[config.mk]
export PLATFORM = sky130hd
export DESIGN_NAME = uart_tx_fifo
export DESIGN_NICKNAME = d
export VERILOG_FILES = /design/src/rtl/uart_tx_fifo.sv
export SDC_FILE = /design/constraint.sdc
export NUM_CORES = 1
export LEC_CHECK = 0
export ABC_CLOCK_PERIOD_IN_PS = 7000
export CORE_MARGIN = 3
export CORE_UTILIZATION = 40
export CTS_BUF_LIST = sky130_fd_sc_hd__clkbuf_2 sky130_fd_sc_hd__clkbuf_4 sky130_fd_sc_hd__clkbuf_8
export CTS_CLUSTER_DIAMETER = 30
export CTS_CLUSTER_SIZE = 24
export DETAILED_ROUTE_END_ITERATION = 8
export SYNTH_ARGS = -nofsm -noshare
export SYNTH_HDL_FRONTEND = slang
export SYNTH_SLANG_ARGS = --single-unit
[constraint.sdc]
create_clock -name clk -period 7 [get_ports clk]
set_input_delay 2.1 -clock clk [delete_from_list [all_inputs] [get_ports clk]]
set_output_delay 2.1 -clock clk [all_outputs]
set_load 0.01 [all_outputs]
[src/rtl/uart_tx_fifo.sv]
// rtl/uart_tx_fifo.sv - FIFO-buffered UART transmitter with valid/ready input and back-to-back framing
`timescale 1ns/1ps
module uart_tx_fifo #(
    parameter int    CLK_FRE    = 50_000_000,
    parameter int    BPS        = 9600,
    parameter string PARITY     = "NONE",
    parameter int    WIDTH      = 8,
    parameter int    FIFO_DEPTH = 16
) (
    input  logic                          clk,
    input  logic                          rst,
    input  logic [WIDTH-1:0]              tx_data,
    input  logic                          tx_valid,
    output logic                          tx_ready,
    output logic                          uart_tx,
    output logic                          tx_busy,
    output logic                          tx_done,
    output logic [$clog2(FIFO_DEPTH):0]   fifo_level
);
    localparam int BAUD_DIV = CLK_FRE / BPS;
    localparam int CW       = $clog2(BAUD_DIV);
    localparam int AW       = $clog2(FIFO_DEPTH);
    localparam int LW       = AW + 1;
    localparam int BW       = $clog2(WIDTH);
    localparam bit PAR_ODD  = (PARITY == "ODD");
    localparam bit PAR_EN   = PAR_ODD || (PARITY == "EVEN");
    localparam logic [CW-1:0] CNT_MAX = CW'(BAUD_DIV - 1);

    typedef enum logic [2:0] {S_IDLE, S_START, S_DATA, S_PARITY, S_STOP} state_t;

    state_t           state_q, state_d;
    logic [CW-1:0]    cnt_q, cnt_d;
    logic [BW-1:0]    bit_q, bit_d;
    logic [WIDTH-1:0] shreg_q, shreg_d;
    logic             par_q, par_d;
    logic             tx_q, tx_d;
    logic             done_q, done_d;
    logic [AW-1:0]    wr_ptr_q, wr_ptr_d, rd_ptr_q, rd_ptr_d;
    logic [LW-1:0]    level_q, level_d;
    logic             ready_q, ready_d;
    logic [WIDTH-1:0] mem [FIFO_DEPTH];

    logic push, pop, baud_end, not_empty;

    always_comb begin
        push      = tx_valid && ready_q;
        pop       = 1'b0;
        baud_end  = (cnt_q == CNT_MAX);
        not_empty = (level_q != '0);
        state_d   = state_q;
        cnt_d     = baud_end ? '0 : cnt_q + CW'(1);
        bit_d     = bit_q;
        shreg_d   = shreg_q;
        par_d     = par_q;

        case (state_q)
            S_IDLE: begin
                cnt_d = '0;
                pop   = not_empty;
            end
            S_START: begin
                if (baud_end) begin
                    state_d = S_DATA;
                    bit_d   = '0;
                end
            end
            S_DATA: begin
                if (baud_end) begin
                    shreg_d = shreg_q >> 1;
                    if (bit_q == BW'(WIDTH - 1)) begin
                        state_d = PAR_EN ? S_PARITY : S_STOP;
                    end else begin
                        bit_d = bit_q + BW'(1);
                    end
                end
            end
            S_PARITY: begin
                if (baud_end) state_d = S_STOP;
            end
            S_STOP: begin
                if (baud_end) begin
                    if (not_empty) pop = 1'b1;
                    else state_d = S_IDLE;
                end
            end
            default: state_d = S_IDLE;
        endcase

        // Popping loads the head word and starts the next frame on the same edge
        if (pop) begin
            state_d = S_START;
            cnt_d   = '0;
            shreg_d = mem[rd_ptr_q];
            par_d   = PAR_ODD ? ~^mem[rd_ptr_q] : ^mem[rd_ptr_q];
        end

        case (state_d)
            S_START:  tx_d = 1'b0;
            S_DATA:   tx_d = shreg_d[0];
            S_PARITY: tx_d = par_d;
            default:  tx_d = 1'b1;
        endcase
        done_d = (state_d == S_STOP) && (cnt_d == CNT_MAX);

        wr_ptr_d = wr_ptr_q + AW'(push);
        rd_ptr_d = rd_ptr_q + AW'(pop);
        case ({push, pop})
            2'b10:   level_d = level_q + LW'(1);
            2'b01:   level_d = level_q - LW'(1);
            default: level_d = level_q;
        endcase
        ready_d = (level_d != LW'(FIFO_DEPTH));
    end

    always_ff @(posedge clk or posedge rst) begin
        if (rst) begin
            state_q  <= S_IDLE;
            cnt_q    <= '0;
            bit_q    <= '0;
            shreg_q  <= '0;
            par_q    <= 1'b0;
            tx_q     <= 1'b1;
            done_q   <= 1'b0;
            wr_ptr_q <= '0;
            rd_ptr_q <= '0;
            level_q  <= '0;
            ready_q  <= 1'b1;
        end else begin
            state_q  <= state_d;
            cnt_q    <= cnt_d;
            bit_q    <= bit_d;
            shreg_q  <= shreg_d;
            par_q    <= par_d;
            tx_q     <= tx_d;
            done_q   <= done_d;
            wr_ptr_q <= wr_ptr_d;
            rd_ptr_q <= rd_ptr_d;
            level_q  <= level_d;
            ready_q  <= ready_d;
        end
    end

    // Storage needs no reset; the pointers and level define what is valid
    always_ff @(posedge clk) begin
        if (push) mem[wr_ptr_q] <= tx_data;
    end

    assign tx_ready   = ready_q;
    assign uart_tx    = tx_q;
    assign tx_busy    = (state_q != S_IDLE);
    assign tx_done    = done_q;
    assign fifo_level = level_q;
endmodule

; Word-level counts from Yosys, hierarchy flattened
; Memories as Yosys holds them, arrays and structs flattened.
; Index checks and enable logic that the tools add are counted.
; Widths: inputs -> output; s select.
[totals]
regBits = 44
ramBits = 128
in_bits = 11
memories = 1
[memory_table]
columns = memory, words, width, rd, rd_clocked_by_memory_dff, wr, line
row1 = mem, 16, 8, 1, 0, 1, 41  ; logic [WIDTH-1:0] mem [FIFO_DEPTH];
[op_classes]
n_addsub = 6
eq_ne = 17
mux = 26
reduce_logical = 11
[op_table]
columns = op, n
row1 = $mux 13, 3
row2 = $mux 3, 10
row3 = $eq 13x13->1 const B, 2
row4 = $mux 8, 3
row5 = $pmux 3 s5, 1
row6 = $add 13x1->13 const B, 1
row7 = $eq 3x2->1 const B, 4
row8 = $pmux 5 s2, 1
row9 = $eq 3x3->1 const B, 3
row10 = $add 4x1->4, 2
row11 = $reduce_xor 8->1, 1
row12 = $eq 3x1->1 const B, 2
row13 = $ne 2x2->1 const B, 3
row14 = $pmux 3 s2, 1
row15 = $reduce_bool 2->1, 3
row16 = $add 5x1->5 const B, 1
row17 = $mux 1, 5
row18 = $ne 5x5->1 const B, 1
row19 = $reduce_bool 5->1, 1
row20 = $sub 5x1->5 const B, 1
row21 = $reduce_and 4->1, 1
row22 = $add 3x1->3 const B, 1
row23 = $logic_not 3->1, 1
row24 = $pmux 1 s3, 1
row25 = other kinds (6), 7

; Depth between registers and ports, before layout
; Gate-level depths: netlist of the first run.
[depth]
ltp_word = 7
ltp_mapped = 15
mapped_depth_nobuf = 14

; Worst setup path before layout of the first run
; No wires, ideal clock.
[synth_path]
path_type = in2reg
from = input tx_valid
to = register ready_q (netlist: tx_ready)
setup_time_ns = 0.086
t_arrival_ns = 3.512
required_time_ns = 6.914
path_slack_ns = 3.402
stages = 10
cell_sequence = nand2_1 ha_1 xor2_1 ha_1 a21oi_1 xnor2_1 nor2_1 xor2_1 nor3_1 nand3b_1
[synth_via]
elab_chain_len = 4
elab_cells_between_ends = 5
[synth_lines]
columns = item, line
row1 = start: declaration, 13  ; input logic tx_valid,
row2 = $logic_and 1x1->1 *, 46  ; push = tx_valid && ready_q;
row3 = $eq 2x1->1 / $eq 2x2->1 (equally long branches), 107  ; case ({push, pop})
row4 = $pmux 5 s2 *, 107
row5 = via level_d[2], 39  ; logic [LW-1:0] level_q, level_d;
row6 = $ne 5x5->1 *, 112  ; ready_d = (level_d != LW'(FIFO_DEPTH));
row7 = via ready_d, 40  ; logic ready_q, ready_d;
row8 = end signal: assignment, 139  ; ready_q <= ready_d;
row9 = end: declaration, 40
; The timed path passes the listed nets; every way through them passes the cells marked *.
; A chain may end at the register's enable or synchronous reset.

; Worst setup path in the final report of the first run
[layout_path]
from = register state_q[0]
to = output tx_busy
[layout_via]
elab_chain_len = 1
[layout_lines]
columns = item, line
row1 = start: declaration, 31  ; state_t state_q, state_d;
row2 = start signal: assignment, 129  ; state_q <= state_d;
row3 = $reduce_bool 3->1, 150  ; assign tx_busy = (state_q != S_IDLE);
row4 = end: declaration, 16  ; output logic tx_busy,
; No other way between the ends.

==> results of run 1 <==
-- synth_stat cells (all sizes together), types with 8 or more instances --
library cell,number
buf,9
nand3,12
a21oi,12
ha,10
dfrtp,42
a22oi,16
xnor2,16
nand2,24
mux4,32
and3,8
nor2,48
xor2,13
edfxtp,128
-- power breakdown --
part,internal [mW],switching [mW]
clock,0.374,0.404
sequential,1.27,0.203
combinational,0.457,0.428
total,2.10,1.04
-- logic make-up (layout without fill, tap and decap cells) --
| group | count (synthesis) | after routing | share of synthesized area [%] |
|---|---|---|---|
| buffers and inverters | 22 | 58 | 2.19 |
| flip-flops | 172 | 172 | 68.6 |
| multiplexers | 41 | 41 | 11.7 |
| adder cells (fa/ha/maj) | 10 | 10 | 1.74 |
| XOR/XNOR | 29 | 29 | 3.52 |
| AND/OR/NAND/NOR | 120 | 120 | 7.84 |
| AO/OA/AOI/OAI | 45 | 45 | 4.34 |
-- area by class of cell --
cell class | count | area (um^2) | share of cell area, %
inverters | 7 | 26.3 | 0.328
flip-flops and latches | 172 | 4950 | 61.8
well taps | 225 | 282 | 3.52
clock inverters | 15 | 221 | 2.77
clock buffers | 17 | 234 | 2.92
multi-input cells | 245 | 2100 | 26.3
repair buffers | 19 | 190 | 2.37
-- layout by cell type, fill, tap and decap left out, types with 5 or more instances in the layout --
| cell | instances |
|---|---|
| and3_1 | 8 |
| xnor2_1 | 16 |
| nor2_1 | 48 |
| clkbuf_8 | 17 |
| a22oi_1 | 16 |
| clkdlybuf4s50_1 | 19 |
| xor2_1 | 13 |
| dfrtp_1 | 40 |
| nor3_1 | 7 |
| mux4_1 | 9 |
| a21oi_1 | 12 |
| nand2_1 | 24 |
| inv_8 | 5 |
| mux4_2 | 23 |
| mux2i_1 | 7 |
| edfxtp_1 | 128 |
| nand3_1 | 12 |
| inv_1 | 6 |
| ha_1 | 10 |
-- worst min-delay path by stage --
stage                                     from                    to  slack, ps  cells past startpoint
after floorplan                par_q$_DFF_PP0_       par_q$_DFF_PP0_        460                      2
after global placement         par_q$_DFF_PP0_       par_q$_DFF_PP0_        480                      2
after detailed placement  bit_q[1]$_DFFE_PP0P_  bit_q[1]$_DFFE_PP0P_        500                      1
after CTS                   cnt_q[0]$_DFF_PP0_    cnt_q[0]$_DFF_PP0_        520                      1
after global routing        cnt_q[0]$_DFF_PP0_    cnt_q[0]$_DFF_PP0_        540                      1
final                          par_q$_DFF_PP0_       par_q$_DFF_PP0_        510                      2
-- flip-flops by register name, summed over array words and instances (netlist names) --
register and count:
mem 128, uart_tx 1, state_q 3, tx_done 1, tx_ready 1, par_q 1, shreg_q 8, cnt_q 13
wr_ptr_q 4, fifo_level 5, rd_ptr_q 4, bit_q 3
-- layer usage --
layer / routed length (um) / part of all wire (%) / vias to the layer above
met5: 0 / 0 / -
met4: 115 / 0.83 / 0
met3: 598 / 4.3 / 9
met2: 7210 / 52 / 86
met1: 5970 / 43 / 1963
li1: - / - / 1746
-- worst register-to-register path, cell delays in order (launching register included) --
cell	delay (ps)
dfrtp_1	420
ha_1	260
nor4bb_1	330
nand3_1	240
a221o_1	630
inv_1	300
ha_1	280
xor2_1	100
ha_1	220
a21oi_1	150
xnor2_1	130
nor2_1	60
xor2_1	160
nor3_1	250
nand3b_1	100
-- stage by stage --
step                      total power, mW  util [%]  hold slack [ps]  worst slack, ps
after detailed placement             2.39      43.2              498             2520
after global routing                 3.31      45.8              539             2640
after floorplan                      2.17         -              456             3400
after CTS                            3.17      45.8              519             2740
final                                3.13      45.8              511             2760
after global placement               2.38      43.2              480             2650
==> impl_metrics.toml, run 1 <==
[floorplan]
die_h_um = 140
die_w_um = 140
dieArea_um2 = 19700
initial_utilization_pct = 41.3
core_um2 = 17500
ios = 20
num_rows = 48

[synthesis]
ys.warnings.count = 0
synthDistinctLibCells = 50
syn_area_um2 = 7210
synth.area.top_cells = "edfxtp_1 53%, dfrtp_1 15%, mux4_2 7.2%"
yosys_most_used_dff = "edfxtp_1"
synth_top_area_share_pct = 53.3
synth_area_leader_cell = "edfxtp_1"
synth.net_count = 460
ys_ff_latch = 172
synth_edf_count = 128
async_reset_ff_share_pct = 25.6
syn_inst = 439
ys_seq_area_share_pct = 68.6
avgSynthCellArea_um2 = 16.4

[grt]
busiest_layer = "met2"
met3_usage_pct = 4.10
grt_pass1_wl_mm = 21.9
grt_max_degree = 45
grt_antenna_before_repair = 0
grt_pass1_vias = 3944
grt.total_usage_pct = 14.8
grt-ovfl-total = 0
use_met1_pct = 18.8
use_met2_pct = 24.7

[clock_network]
cts.path.max_buffers = 2
cts-root-buf = "clkbuf_8"
cts.clk_slew.worst_paths_ps = 100
clock-sinks = 172
htree_num_levels = 4
cts_buffers = 17
cts_tree = "yes"
cts_resized = 0
ctsHoldBuffers = 0
cts_setup_buffers = 0
clock_latency_ps = 460

[worst_setup_path]
worst-path-stages = 4
critPathArrivalTime_ps = 2140
crit_path_start_kind = "flop"
timing.rr.end = "tx_ready$_DFF_PP1_"
cpPeakStageDelay_ps = 500
cp_max_fo = 7
critPathCapture = "tx_busy"
critPathRequiredTime_ps = 4900
r2r-start = "cnt_q[0]$_DFF_PP0_"
rr_worst_depth = 14
crit_family = "simple AND/OR/NAND/NOR gates"
cp_slowest_cell = "clkdlybuf4s50_1"
cp_cell_sequence = "or2_2 -> nor2_1 -> inv_1 -> clkdlybuf4s50_1"
criticalPathCategory = "flop to output port"
r2r_setup_slack_ps = 3310
crit_buf_inv = 2
critPathLaunch = "state_q[0]$_DFF_PP0_"
critPathCaptureType = "output port"

[route]
wl_per_cell_um = 19.9
drt_iter0_drc = 293
vias = 3804
firstDrtPassIters = 4
viasPerCell = 5.43
route.detailed.drc = 0
routed_wl_mm = 13.9
final_antenna_net_count = 0

[sta]
fmax_ghz = 0.236
slew_headroom_pct = 20.9
finalSetupViolCount = 0
hold_viol = 0
post-route-period-util_pct = 60.5
tns_ps = 0
layout_min_cycle_time_ps = 4240
slew_viol_final = 0
fin_skew_ps = 19.1
rsz0062_at_grt = "no"
worstMarginPinSlew_ps = 1180

[finish]
final_cell_area_um2 = 8010
drive_gt1_share_pct = 13.7
antenna_cells = 0
nets = 483
syn_to_final_growth_pct = 11.1
fillCellCount = 1498
final_cells = 700

[worst_hold_path]
hp-class = "flop to flop"

[placement]
portBuffers = 19
placed_area_um2 = 7550
hpwlAfterDp_mm = 8.84
placed_cells = 668
gp_congestion = 0.773

[job]
drv_cap = 0

[power]
p_leak_nw = 2.88
p_per_area_nw_per_um2 = 391
ir_drop_uv = 170

[outcome]
status = "finished, final reports clean"
(Power assumes the default switching activity.)
==> run 2, diff against run 1 <==
--- a/config.mk
+++ b/config.mk
@@ -5,7 +5,7 @@
 export SDC_FILE = /design/constraint.sdc
 export NUM_CORES = 1
 export LEC_CHECK = 0
-export ABC_CLOCK_PERIOD_IN_PS = 7000
+export ABC_CLOCK_PERIOD_IN_PS = 3900
 export CORE_MARGIN = 3
 export CORE_UTILIZATION = 40
 export CTS_BUF_LIST = sky130_fd_sc_hd__clkbuf_2 sky130_fd_sc_hd__clkbuf_4 sky130_fd_sc_hd__clkbuf_8
==> constraint.sdc (replaced) <==
create_clock -name clk -period 3.9 [get_ports clk]
set_input_delay 1.17 -clock clk [delete_from_list [all_inputs] [get_ports clk]]
set_output_delay 1.17 -clock clk [all_outputs]
set_load 0.01 [all_outputs]
==> run 2 against run 1 <==
Compared with the run above:
- largest power group unchanged
- cell count up 2.7%
- clock-buffer cell count increased by 1
- critical path depth unchanged
- die area unchanged
- cell area grew 0.84%
- non-clock buffer count increased by 19
- sequential share of layout area shrank 0.53 points
- clock skew increased by 1.4 ps
- combinational power is 100% higher
- via count is 1.3% higher
- global-route usage rose by 0.57 points
==> impl_metrics.toml, run 2 (synthesized netlist as in run 1, its figures left out) <==
[finish]
largest_reg_flops = 128
final_common_cell = "edfxtp_1"
drive_gt1_share_pct = 16.8
nets = 502
largest_register = "mem"
antenna_cells = 0
syn_to_final_growth_pct = 12.0
final_cell_mix = "128 x edfxtp_1, 48 x nor2_1, 41 x dfrtp_1, 24 x nand2_1, 23 x mux4_2"
top_regs = "mem x128, cnt_q x13, shreg_q x8"
fin_util_pct = 46.2
fillCellCount = 1472

[placement]
hpwlAfterDp_mm = 9.18
portBuffers = 19
gp_congestion = 0.824

[sta]
slew_viol_final = 0
fmax_ghz = 0.301
layout_min_cycle_time_ps = 3320
post-route-period-util_pct = 85.2
fin_skew_ps = 20.6
hold_viol = 0
worstMarginPinSlew_ps = 916
rsz0062_at_grt = "no"
slew_headroom_pct = 38.8
hold_slack_ps = 518
tns_ps = 0
finalSetupViolCount = 0

[grt]
grt_pass1_wl_mm = 22.6
grt_antenna_before_repair = 0
grt-ovfl-total = 0
grt_max_degree = 45
grt.total_usage_pct = 15.3
grt_pass1_vias = 4031

[power]
p_per_area_nw_per_um2 = 686
ir_drop_uv = 356
swShare_pct = 34.6
power_frac_comb_pct = 32.7
p_sw_mw = 1.91
p_leak_nw = 2.95
intPower_mw = 3.62
p_clk_share_pct = 21.7
pwr-share-seq_pct = 45.6

[route]
viasPerCell = 5.36
wl_per_cell_um = 19.7
route.detailed.drc = 0
routed_wl_mm = 14.1
final_antenna_net_count = 0
firstDrtPassIters = 4
drt_iter0_drc = 288
vias = 3853

[clock_network]
cts.path.max_buffers = 2
cts_resized = 0
htree_num_levels = 4
cts_setup_buffers = 0
clock-sinks = 172
clock_latency_ps = 460
ctsHoldBuffers = 0
cts.clk_slew.worst_paths_ps = 100
cts_tree = "yes"
cts-root-buf = "clkbuf_8"
cts_buffers = 17

[floorplan]
initial_utilization_pct = 41.3
dieArea_um2 = 19700
die_w_um = 140
ios = 20
core_um2 = 17500
die_h_um = 140
num_rows = 48

[worst_setup_path]
r2r_setup_slack_ps = 620
cp_max_fo = 7
critPathArrivalTime_ps = 2150
critPathCaptureType = "output port"
crit_path_start_kind = "flop"
criticalPathCategory = "flop to output port"
critPathRequiredTime_ps = 2730

[outcome]
status = "finished, final reports clean"

[worst_hold_path]
hp-class = "flop to flop"

[job]
drv_cap = 0
run 2: cell count changes in the layout (fill, tap and decap cells not counted):
cell and delta:
buf_4 +19, inv_6 +4, inv_8 -2, clkinv_2 +1
clkbuf_4 +1, dfrtp_2 -1, clkinv_4 -1, dfrtp_1 +1
bufinv_16 -3
run 2: path summary, 6_finish.rpt:
path                                      startpoint               endpoint  cells after the start
worst max-delay path            state_q[0]$_DFF_PP0_                tx_busy                      4
worst min-delay path              cnt_q[0]$_DFF_PP0_     cnt_q[0]$_DFF_PP0_                      1
worst max register to register    cnt_q[0]$_DFF_PP0_     tx_ready$_DFF_PP1_                     13
worst min register to register    cnt_q[0]$_DFF_PP0_     cnt_q[0]$_DFF_PP0_                      1
max in group asynchronous                        rst  rd_ptr_q[0]$_DFF_PP0_                      2
min in group asynchronous                        rst     cnt_q[1]$_DFF_PP0_                      2
run 2: through the flow:
| stage | instances | cell area, um^2 | total power [mW] | worst slack, ps |
|---|---|---|---|---|
| 3_5_place_dp | 687 | 7690 | 4.41 | 608 |
| 6_report | 719 | 8080 | 5.54 | 577 |
| 4_1_cts | 719 | 8080 | 5.62 | 527 |
| 5_1_grt | 719 | 8080 | 5.89 | 164 |
| 3_3_place_gp | 687 | 7690 | 4.36 | 639 |
| 2_1_floorplan | 439 | 7210 | 3.89 | 888 |
run 2: critical path, stage by stage (launching register included):
cell	delay (ps)
dfrtp_1	450
or2_2	320
nor2_1	300
inv_1	130
clkdlybuf4s50_1	500
run 2: final cells by class:
class	count	area, um^2	area share [%]
Timing Repair Buffer	38	333	4.12
Multi-Input combinational cell	245	2100	26.1
Clock buffer	18	241	2.99
Inverter	7	26.3	0.325
Sequential cell	172	4950	61.3
Clock inverter	14	140	1.74
Tap cell	225	282	3.49
run 2: power by group through the flow:
stage	Combinational [mW]	Clock [mW]	Sequential (mW)
detailed placement	1.84	0	2.57
global route	1.99	1.33	2.57
floorplan	1.42	0	2.47
CTS	1.85	1.24	2.53
finish	1.81	1.20	2.53
global placement	1.80	0	2.55
run 2: metal layers:
| metal | up-vias | track usage, % | wire length (um) | share of wire [%] |
|---|---|---|---|---|
| li1 | 1782 | - | - | - |
| met1 | 1973 | 20.1 | 6020 | 43 |
| met2 | 84 | 25.4 | 7240 | 51 |
| met3 | 14 | 3.69 | 677 | 4.8 |
| met4 | 0 | 5.05 | 197 | 1.4 |
| met5 | - | 0 | 0 | 0 |
